[src/rtl/add_rca_pipe.sv]
// Pipelined ripple-carry adder/subtractor: one SEG-bit ripple segment per stage, carry registered between stages.
// Latency WIDTH/SEG cycles; all stages hold together when the output slot is full and not taken.
module add_rca_pipe #(
  parameter int WIDTH = 16,
  parameter int SEG   = 4
) (
  input  logic             clk,
  input  logic             rst,
  input  logic             in_valid,
  output logic             in_ready,
  input  logic             op,
  input  logic [WIDTH-1:0] a,
  input  logic [WIDTH-1:0] b,
  input  logic             c_in,
  output logic             out_valid,
  input  logic             out_ready,
  output logic [WIDTH-1:0] sum,
  output logic             c_out,
  output logic             ovf,
  output logic             zero
);

  localparam int LAT = WIDTH / SEG;

  logic             w_adv;
  logic [WIDTH-1:0] w_b_eff;
  logic             w_cin_eff;

  assign w_adv     = ~out_valid | out_ready;
  assign in_ready  = w_adv;
  // Subtract is a + ~b + ~borrow_in, so both b and the carry-in are inverted up front.
  assign w_b_eff   = op ? ~b : b;
  assign w_cin_eff = op ^ c_in;

  for (genvar k = 0; k < LAT; k++) begin : g_stage
    logic [SEG-1:0]       w_a_seg;
    logic [SEG-1:0]       w_b_seg;
    logic                 w_cy_in;
    logic                 w_vld_in;
    logic [SEG:0]         w_rc;
    logic [SEG-1:0]       w_sbit;
    logic [(k+1)*SEG-1:0] w_res_nxt;
    logic [(k+1)*SEG-1:0] r_res;
    logic                 r_cy;
    logic                 r_vld;

    if (k == 0) begin : g_head
      assign w_a_seg   = a[SEG-1:0];
      assign w_b_seg   = w_b_eff[SEG-1:0];
      assign w_cy_in   = w_cin_eff;
      assign w_vld_in  = in_valid;
      assign w_res_nxt = w_sbit;
    end else begin : g_body
      assign w_a_seg   = g_stage[k-1].g_skew.r_a_hi[SEG-1:0];
      assign w_b_seg   = g_stage[k-1].g_skew.r_b_hi[SEG-1:0];
      assign w_cy_in   = g_stage[k-1].r_cy;
      assign w_vld_in  = g_stage[k-1].r_vld;
      assign w_res_nxt = {w_sbit, g_stage[k-1].r_res};
    end

    always_comb begin
      w_rc    = '0;
      w_sbit  = '0;
      w_rc[0] = w_cy_in;
      for (int i = 0; i < SEG; i++) begin
        w_sbit[i]  = w_a_seg[i] ^ w_b_seg[i] ^ w_rc[i];
        w_rc[i+1]  = (w_a_seg[i] & w_b_seg[i]) | (w_rc[i] & (w_a_seg[i] ^ w_b_seg[i]));
      end
    end

    always_ff @(posedge clk or posedge rst) begin
      if (rst) begin
        r_vld <= 1'b0;
        r_cy  <= 1'b0;
        r_res <= '0;
      end else if (w_adv) begin
        r_vld <= w_vld_in;
        r_cy  <= w_rc[SEG];
        r_res <= w_res_nxt;
      end
    end

    // Operand bits not yet consumed ride along until their segment's stage.
    if (k < LAT-1) begin : g_skew
      logic [WIDTH-(k+1)*SEG-1:0] r_a_hi;
      logic [WIDTH-(k+1)*SEG-1:0] r_b_hi;
      logic [WIDTH-(k+1)*SEG-1:0] w_a_hi_nxt;
      logic [WIDTH-(k+1)*SEG-1:0] w_b_hi_nxt;

      if (k == 0) begin : g_ld0
        assign w_a_hi_nxt = a[WIDTH-1:SEG];
        assign w_b_hi_nxt = w_b_eff[WIDTH-1:SEG];
      end else begin : g_ldn
        assign w_a_hi_nxt = g_stage[k-1].g_skew.r_a_hi[WIDTH-k*SEG-1:SEG];
        assign w_b_hi_nxt = g_stage[k-1].g_skew.r_b_hi[WIDTH-k*SEG-1:SEG];
      end

      always_ff @(posedge clk or posedge rst) begin
        if (rst) begin
          r_a_hi <= '0;
          r_b_hi <= '0;
        end else if (w_adv) begin
          r_a_hi <= w_a_hi_nxt;
          r_b_hi <= w_b_hi_nxt;
        end
      end
    end

    if (k == LAT-1) begin : g_tail
      logic w_ovf;
      logic w_zero;
      logic r_ovf;
      logic r_zero;

      assign w_ovf  = (w_a_seg[SEG-1] == w_b_seg[SEG-1]) && (w_sbit[SEG-1] != w_a_seg[SEG-1]);
      assign w_zero = (w_res_nxt == '0);

      always_ff @(posedge clk or posedge rst) begin
        if (rst) begin
          r_ovf  <= 1'b0;
          r_zero <= 1'b0;
        end else if (w_adv) begin
          r_ovf  <= w_ovf;
          r_zero <= w_zero;
        end
      end
    end
  end

  assign out_valid = g_stage[LAT-1].r_vld;
  assign sum       = g_stage[LAT-1].r_res;
  assign c_out     = g_stage[LAT-1].r_cy;
  assign ovf       = g_stage[LAT-1].g_tail.r_ovf;
  assign zero      = g_stage[LAT-1].g_tail.r_zero;

endmodule

[config.mk]
export PLATFORM = sky130hd
export DESIGN_NAME = add_rca_pipe
export DESIGN_NICKNAME = d
export VERILOG_FILES = /design/src/rtl/add_rca_pipe.sv
export SDC_FILE = /design/constraint.sdc
export NUM_CORES = 1
export LEC_CHECK = 0
export ABC_AREA = 1
export BUFFER_PORTS_ARGS = -buffer_cell sky130_fd_sc_hd__buf_2
export CORE_MARGIN = 4
export CORE_UTILIZATION = 45
export CTS_BUF_LIST = sky130_fd_sc_hd__clkbuf_4 sky130_fd_sc_hd__clkbuf_8 sky130_fd_sc_hd__clkbuf_16
export DETAILED_ROUTE_END_ITERATION = 6
export GPL_ROUTABILITY_DRIVEN = 0
export REMOVE_ABC_BUFFERS = 1
export SLEW_MARGIN = 20
export SYNTH_ARGS = -nofsm -noshare
export SYNTH_HDL_FRONTEND = slang
export SYNTH_SLANG_ARGS = --single-unit
export TNS_END_PERCENT = 1
[constraint.sdc]
create_clock -name clk -period 4.5 [get_ports clk]
set_input_delay 0.9 -clock clk [delete_from_list [all_inputs] [get_ports clk]]
set_output_delay 0.9 -clock clk [all_outputs]
set_load 0.005 [all_outputs]
==> results of run 1 <==
[how the worst max path moves through the flow]
stage,startpoint,endpoint,slack (ns),depth (start not counted)
after global placement,op,g_stage[0].r_res[3],1.22,10
after detailed placement,op,g_stage[0].r_res[3],1.10,10
after floorplan,out_ready,in_ready,0.81,2
after CTS,op,g_stage[0].r_res[3],1.49,10
after global routing,op,g_stage[0].r_res[3],1.34,10
final,op,g_stage[0].r_res[3],1.49,10
[metrics by stage]
stage / util / power, mW / worst slack, ns / hold slack, ns
2_1_floorplan: - / 2.18 / 0.813 / 0.440
3_3_place_gp: 0.497 / 2.48 / 1.22 / 0.448
3_5_place_dp: 0.497 / 2.52 / 1.10 / 0.454
4_1_cts: 0.519 / 3.12 / 1.49 / 0.471
5_1_grt: 0.519 / 3.37 / 1.34 / 0.499
6_report: 0.519 / 3.06 / 1.49 / 0.467
[layer usage]
metal,GRT usage,vias to the layer above,wire length (um)
met5,0,-,0
met4,0.0647,0,134
met3,0.0257,11,257
met2,0.239,40,3550
met1,0.188,1346,3480
li1,-,1446,-
[sequential cells by signal (all words and copies together) (netlist names)]
register / count
c_out: 1
g_stage.g_skew.r_a_hi: 24
g_stage.g_skew.r_b_hi: 24
g_stage.r_cy: 3
g_stage.r_res: 24
g_stage.r_vld: 3
out_valid: 1
ovf: 1
sum: 16
zero: 1
[logic make-up (layout without fill, tap and decap cells)]
family                   after synthesis  count (layout)
flip-flops                            98              98
buffers and inverters                 64             119
XOR/XNOR                              18              18
AND/OR/NAND/NOR                      188             188
AO/OA/AOI/OAI                         59              59
adder cells (fa/ha/maj)               17              17
[power breakdown]
part | switching, mW | internal, mW | total (mW)
Combinational | 0.602 | 0.411 | 1.01
Sequential | 0.198 | 1.27 | 1.46
Clock | 0.292 | 0.293 | 0.585
Total | 1.09 | 1.97 | 3.06
[Yosys cell counts]
cell      count  share of area
inv_1        41          0.036
nor2_1       12          0.011
inv_2         1        0.00088
buf_6         3         0.0079
buf_4         6          0.011
o21ai_1      23          0.027
o21ai_0      36          0.042
xor2_1        3         0.0062
ha_1          1         0.0029
buf_2        10          0.012
clkbuf_2      1         0.0012
fa_1         16          0.075
dfrtp_1      98           0.58
xnor2_1      15          0.031
or2_2         1         0.0015
nor2_4        1         0.0026
nand3_1       2         0.0024
clkbuf_1      2         0.0018
nand2_1     172           0.15
[layout make-up]
cell class	instances	area, sq um	area share
Clock buffer	12	159	0.0331
Clock inverter	4	50.0	0.0104
Inverter	42	160	0.0334
Multi-Input combinational cell	282	1500	0.313
Sequential cell	98	2450	0.511
Tap cell	129	161	0.0336
Timing Repair Buffer	61	313	0.0652
[worst register-to-register path: stages, from the launching register on]
cell and delay (ns):
dfrtp_1 0.38, inv_1 0.08, fa_1 0.17, inv_1 0.05, fa_1 0.39, fa_1 0.38
inv_1 0.08, fa_1 0.46, nand3_1 0.12, nor2_1 0.06, nand3_1 0.08, nand2_1 0.05
==> summary.md, run 1 <==
| Metric | Value |
|---|---|
| Setup CP Type | `in2reg` |
| Synth Area in Compound Gates | `0.0694` |
| Hold_sp | `g_stage[1].r_res[2]` |
| Largest family of logic cells by synthesized area | `simple AND/OR/NAND/NOR gates` |
| Syn Area/Cell | `9.58 sq um` |
| Final count of hold timing violations | `0` |
| TritonCTS Sinks | `98` |
| Simple-gate share of the synthesized area | `0.169` |
| Slowest cell on the critical path | `buf_2` |
| Status | `finished clean` |
| H-tree Lvls | `3` |
| Initial antenna violation count | `0` |
| Number of setup violations in the final report | `0` |
| CTS resizes | `0` |
| Tmin final | `3.01 ns` |
| Drt pass-1 iters | `4` |
| Antenna viol nets, final | `0` |
| Root Driver | `clkbuf_8` |
| Period utilization | `0.668` |
| Die Y-Extent | `105 um` |
| Die area | `11100 sq um` |
| Req. time, crit path | `4.72 ns` |
| Critical path endpoint category | `flip-flop` |
| CP arrival | `3.23 ns` |
| Slew Viols, Final | `0` |
| First-pass GRT wire length | `13000 um` |
| Post-CTS repair timing setup buffer count | `0` |
| Mapped Cells | `444` |
| Flops & latches, synth | `98` |
| Commonest non-fill, non-tap cells in the layout | `nand2_1 (172), dfrtp_1 (98), buf_2 (58)` |
| Critical-path cell list | `buf_2 > xor2_1 > fa_1 > inv_1 > fa_1 > fa_1 > inv_1 > fa_1 > nand2_1 > o21ai_1` |
| CTS tree | `built` |
| Max_slew headroom | `0.317` |
| Capturing point of the worst reg2reg path | `zero` |
| Xor/xnor cell area share of the yosys netlist | `0.0370` |
| Post-DP Area | `4590 sq um` |
| Worst-path clk slew | `0.09 ns` |
| CP startpoint kind | `input port` |
| R2R depth | `11` |
| Post-Layout Cell Count | `628` |
| Post-DP HPWL | `4610 um` |
| Max Clock Skew | `0.0102 ns` |
| WP buf/inv | `3` |
| Seq/Total Area, Yosys | `0.576` |
| Post-detailed-route via-to-cell ratio | `4.53` |
| Worst-margin pin slew | `1.03 ns` |
| Largest net degree at the start of global routing | `115` |
| Routed wire per std cell | `11.8 um` |
| R2R Setup Slk | `2.11 ns` |
| Port bufs | `58` |
| Std cell rows | `35` |
| Crit path largest cell delay | `0.41 ns` |
| Share of layout cells above drive strength 1 | `0.162` |
| Max_cap viols | `0` |
| NumNets Final | `549` |
| Cell Pwr Density | `638 nW/um^2` |
| DIE WIDTH | `105 um` |
| Area growth syn-to-layout | `12.8%` |
| Number of global-route vias before repair | `2894` |
| CP max FO | `17` |
| Critical R2R Launch | `g_stage[2].r_cy` |
| TNS Setup | `0 ns` |
| VDD IR max | `278 uV` |
| Post-synthesis adder-cell area fraction | `0.0782` |
| Leakage | `2.44 nW` |
| CTS Buffer Depth | `2` |
| # hold bufs at CTS | `0` |
| Area of the core | `9240 sq um` |
| Hold path depth | `2` |
| Via count | `2843` |
| Placed Cells | `612` |
| CP dominant cell by count | `fa_1` |
| Fmax | `333 MHz` |
| Layout filler cell count | `885` |
| Cell family with most CP delay | `adder cells` |
| Total track usage | `0.145` |
| Leading cell type in the layout, fill and taps excluded | `nand2_1` |
| Worst skew pair latency | `0.36 ns` |
| I/O pin cnt | `59` |
| Inserted Clock Buffers | `9` |
| Routed wire length | `7420 um` |
| Drt first-iter violations | `123` |
| Cell variety after synth | `19` |
| Final instance area | `4800 sq um` |
| ANT cells | `0` |
| Multiplexer share of the synthesized area | `0` |
| Post-Syn Area | `4260 sq um` |
| HP Class | `reg2reg` |
| GRT Residual Overflow | `0` |
| Warnings, synthesis | `0` |
| DRC violations left | `0` |
| RSZ-0062 raised after global routing | `false` |
| Initial Utilization | `0.461` |
| Hold endpoint | `g_stage[2].r_res[2]` |
Power figures use the tool's default switching activity.
==> run 2, diff against run 1 <==
--- a/config.mk
+++ b/config.mk
@@ -5,7 +5,7 @@
 export SDC_FILE = /design/constraint.sdc
 export NUM_CORES = 1
 export LEC_CHECK = 0
-export ABC_AREA = 1
+export ABC_AREA = 0
 export BUFFER_PORTS_ARGS = -buffer_cell sky130_fd_sc_hd__buf_2
 export CORE_MARGIN = 4
 export CORE_UTILIZATION = 45
==> constraint.sdc (replaced) <==
create_clock -name clk -period 2.9 [get_ports clk]
set_input_delay 0.58 -clock clk [delete_from_list [all_inputs] [get_ports clk]]
set_output_delay 0.58 -clock clk [all_outputs]
set_load 0.005 [all_outputs]
==> run 2 against run 1 <==
- cell count up 0.48%
- worst setup slack worse by 1.1 ns
- sequential share of layout area down 0.62 points
- first-iteration DRC count down 24%
- core utilization up 0.39 points
- sequential cell count unchanged
- largest cell class unchanged
- highest routed layer unchanged
==> summary.md, run 2 <==
| Metric | Value |
|---|---|
| Routed wire length | `7480 um (+0.74%)` |
| Cell variety after synth | `21 (+2)` |
| CTS Buffer Depth | `2 (unchanged)` |
| Number of enable flip-flop cells after synthesis | `0 (unchanged)` |
| Commonest non-fill, non-tap cells in the layout | `nand2_1 (208), dfrtp_1 (98), buf_2 (58)` |
| # hold bufs at CTS | `0 (unchanged)` |
| RSZ-0062 raised after global routing | `false` |
| Die Y-Extent | `106 um (+0.82%)` |
| Total track usage | `0.147 (+0.00222)` |
| Initial antenna violation count | `0 (unchanged)` |
| Antenna viol nets, final | `0 (unchanged)` |
| Max_cap viols | `0 (unchanged)` |
| Tmin final | `2.51 ns` |
| Area growth syn-to-layout | `12.2%` |
| NumNets Final | `552 (+0.55%)` |
| First-pass GRT wire length | `13500 um (+4.1%)` |
| WHS | `0.281 ns (-0.185 ns)` |
| Mapped Cells | `446 (+0.45%)` |
| CP dominant cell by count | `fa_1` |
| Largest regs | `g_stage.g_skew.r_a_hi (24), g_stage.g_skew.r_b_hi (24), g_stage.r_res (24)` |
| Slew Viols, Final | `0 (unchanged)` |
| Critical-path cell list | `inv_1 > fa_1 > inv_1 > fa_1 > fa_1 > inv_1 > fa_1 > nor4b_1 > nand4_1 > o21ai_0` |
| Std cell rows | `35 (unchanged)` |
| Crit path largest cell delay | `0.54 ns (+0.13 ns)` |
| Leakage | `2.51 nW (+2.6%)` |
| Area contributors post-synth | `dfrtp_1 (57%), nand2_1 (18%), fa_1 (7.4%), xnor2_1 (2.4%), inv_1 (2.3%)` |
| TritonCTS Sinks | `98 (unchanged)` |
| Syn Area/Cell | `9.71 sq um (+1.3%)` |
| Count leader, synth | `nand2_1` |
| CP max FO | `3 (-14)` |
| DIE WIDTH | `106 um (+0.82%)` |
| Final count of hold timing violations | `0 (unchanged)` |
| Flops & latches, synth | `98 (unchanged)` |
| Setup CP Type | `reg2reg` |
| CP startpoint kind | `flip-flop` |
| H-tree Lvls | `3 (unchanged)` |
| Fmax | `399 MHz` |
| WP buf/inv | `3 (unchanged)` |
| Main synth FF type | `dfrtp_1` |
| GRT Residual Overflow | `0 (unchanged)` |
| Cell Pwr Density | `1010 nW/um^2 (+58%)` |
| Req. time, crit path | `3.17 ns (-1.55 ns)` |
| Routed wire per std cell | `11.8 um (+0.26%)` |
| Number of setup violations in the final report | `0 (unchanged)` |
| Synth cell count leaders | `nand2_1 (208), dfrtp_1 (98), inv_1 (26), o21ai_0 (18), fa_1 (16)` |
| Slowest cell on the critical path | `fa_1` |
| I/O pin cnt | `59 (unchanged)` |
| Async set-reset flop share out of synthesis | `1.00 (unchanged)` |
| Share of layout cells above drive strength 1 | `0.187 (+0.0249)` |
| CTS tree | `built` |
| Post-detailed-route via-to-cell ratio | `4.44 (-1.9%)` |
| Die area | `11300 sq um (+1.7%)` |
| Synth area leader | `dfrtp_1` |
| Drt pass-1 iters | `4 (unchanged)` |
| Root Driver | `clkbuf_8` |
| ANT cells | `0 (unchanged)` |
| Drt first-iter violations | `93 (-24%)` |
| Area of the core | `9280 sq um (+0.47%)` |
| Number of global-route vias before repair | `2894 (unchanged)` |
| Leading cell type in the layout, fill and taps excluded | `nand2_1` |
| CTS resizes | `0 (unchanged)` |
| Post-DP HPWL | `5000 um (+8.5%)` |
| CP arrival | `2.77 ns (-0.46 ns)` |
| Worst skew pair latency | `0.36 ns (about the same)` |
| Worst-path clk slew | `0.09 ns (about the same)` |
| Warnings, synthesis | `0 (unchanged)` |
| Critical path endpoint category | `flip-flop` |
| Initial Utilization | `0.467 (+0.00605)` |
| Cell family with most CP delay | `adder cells` |
| Post-CTS repair timing setup buffer count | `0 (unchanged)` |
| Max Clock Skew | `0.0138 ns (+0.00362 ns)` |
| Status | `finished clean` |
| Port bufs | `58 (unchanged)` |
| VDD IR max | `384 uV (+38%)` |
| Via count | `2802 (-1.4%)` |
| Largest net degree at the start of global routing | `86 (-25%)` |
| Inserted Clock Buffers | `9 (unchanged)` |
| Max_slew headroom | `0.442 (+0.125)` |
| DRC violations left | `0 (unchanged)` |
| HP Class | `in2async` |
| Post-Syn Area | `4330 sq um (+1.8%)` |
| Period utilization | `0.865` |
| Worst slack at placement | `0.112 ns (-0.986 ns)` |
| Worst-margin pin slew | `0.837 ns (-0.188 ns)` |
| Seq/Total Area, Yosys | `0.566 (-0.0102)` |
| Share of the synthesized area in the top cell type | `0.566 (-0.0102)` |
| Fin worst setup slack | `0.393 ns (-1.10 ns)` |
==> run 2: cell count changes after synthesis, sizes merged, moves of 3 or more <==
cell,change
xnor2,-3
clkbuf,-3
a21oi,+11
xor2,+3
nand2,+36
buf,+5
inv,-15
o21ai,-35
==> run 2: kinds of logic (layout without fill, tap and decap cells) <==
| logic type | Yosys count | count (layout) | share of synthesized area |
|---|---|---|---|
| flip-flops | 98 | 98 | 0.566 |
| buffers and inverters | 51 | 107 | 0.0661 |
| XOR/XNOR | 18 | 18 | 0.0364 |
| AND/OR/NAND/NOR | 226 | 226 | 0.203 |
| AO/OA/AOI/OAI | 36 | 36 | 0.0517 |
| adder cells (fa/ha/maj) | 17 | 17 | 0.0768 |
==> run 2: layout make-up <==
class / count / area (sq um)
well taps: 129 / 161
repair buffers: 64 / 348
clock inverters: 4 / 52.6
inverters: 27 / 105
clock buffers: 12 / 146
flip-flops and latches: 98 / 2450
fillers: 924 / 4430
multi-input cells: 297 / 1590
==> run 2: path summary, 6_finish.rpt <==
path	start	to	slack [ns]	depth (start not counted)
worst max-delay path	g_stage[2].r_cy	zero	0.39	10
worst min register to register	g_stage[1].g_skew.r_b_hi[5]	g_stage[2].g_skew.r_b_hi[1]	0.47	2
min in group clk	a[15]	g_stage[0].g_skew.r_a_hi[11]	0.42	3
max in group asynchronous	rst	g_stage[1].g_skew.r_b_hi[1]	1.95	3
worst max register to register	g_stage[2].r_cy	zero	0.39	10
worst min-delay path	rst	g_stage[0].r_vld	0.28	2
==> run 2: layer usage <==
metal	vias up	GRT usage	share of wire
met4	0	0.0675	0.018
met5	-	0	0
li1	1458	-	-
met2	46	0.221	0.44
met1	1288	0.211	0.51
met3	10	0.0231	0.034
==> run 2: where the power goes <==
| part | switching, mW | internal, mW |
|---|---|---|
| sequential | 0.333 | 1.97 |
| combinational | 0.974 | 0.721 |
| clock | 0.457 | 0.429 |
==> run 2: metrics by stage <==
stage / TNS [ns] / instance area (sq um) / instances / power, mW / util
after CTS: 0 / 4860 / 631 / 4.97 / 0.523
after detailed placement: 0 / 4660 / 615 / 4.08 / 0.502
final: 0 / 4860 / 631 / 4.88 / 0.523
after floorplan: -23.77 / 4150 / 422 / 3.50 / -
after global placement: 0 / 4660 / 615 / 4.00 / 0.502
after global routing: 0 / 4860 / 631 / 5.38 / 0.523
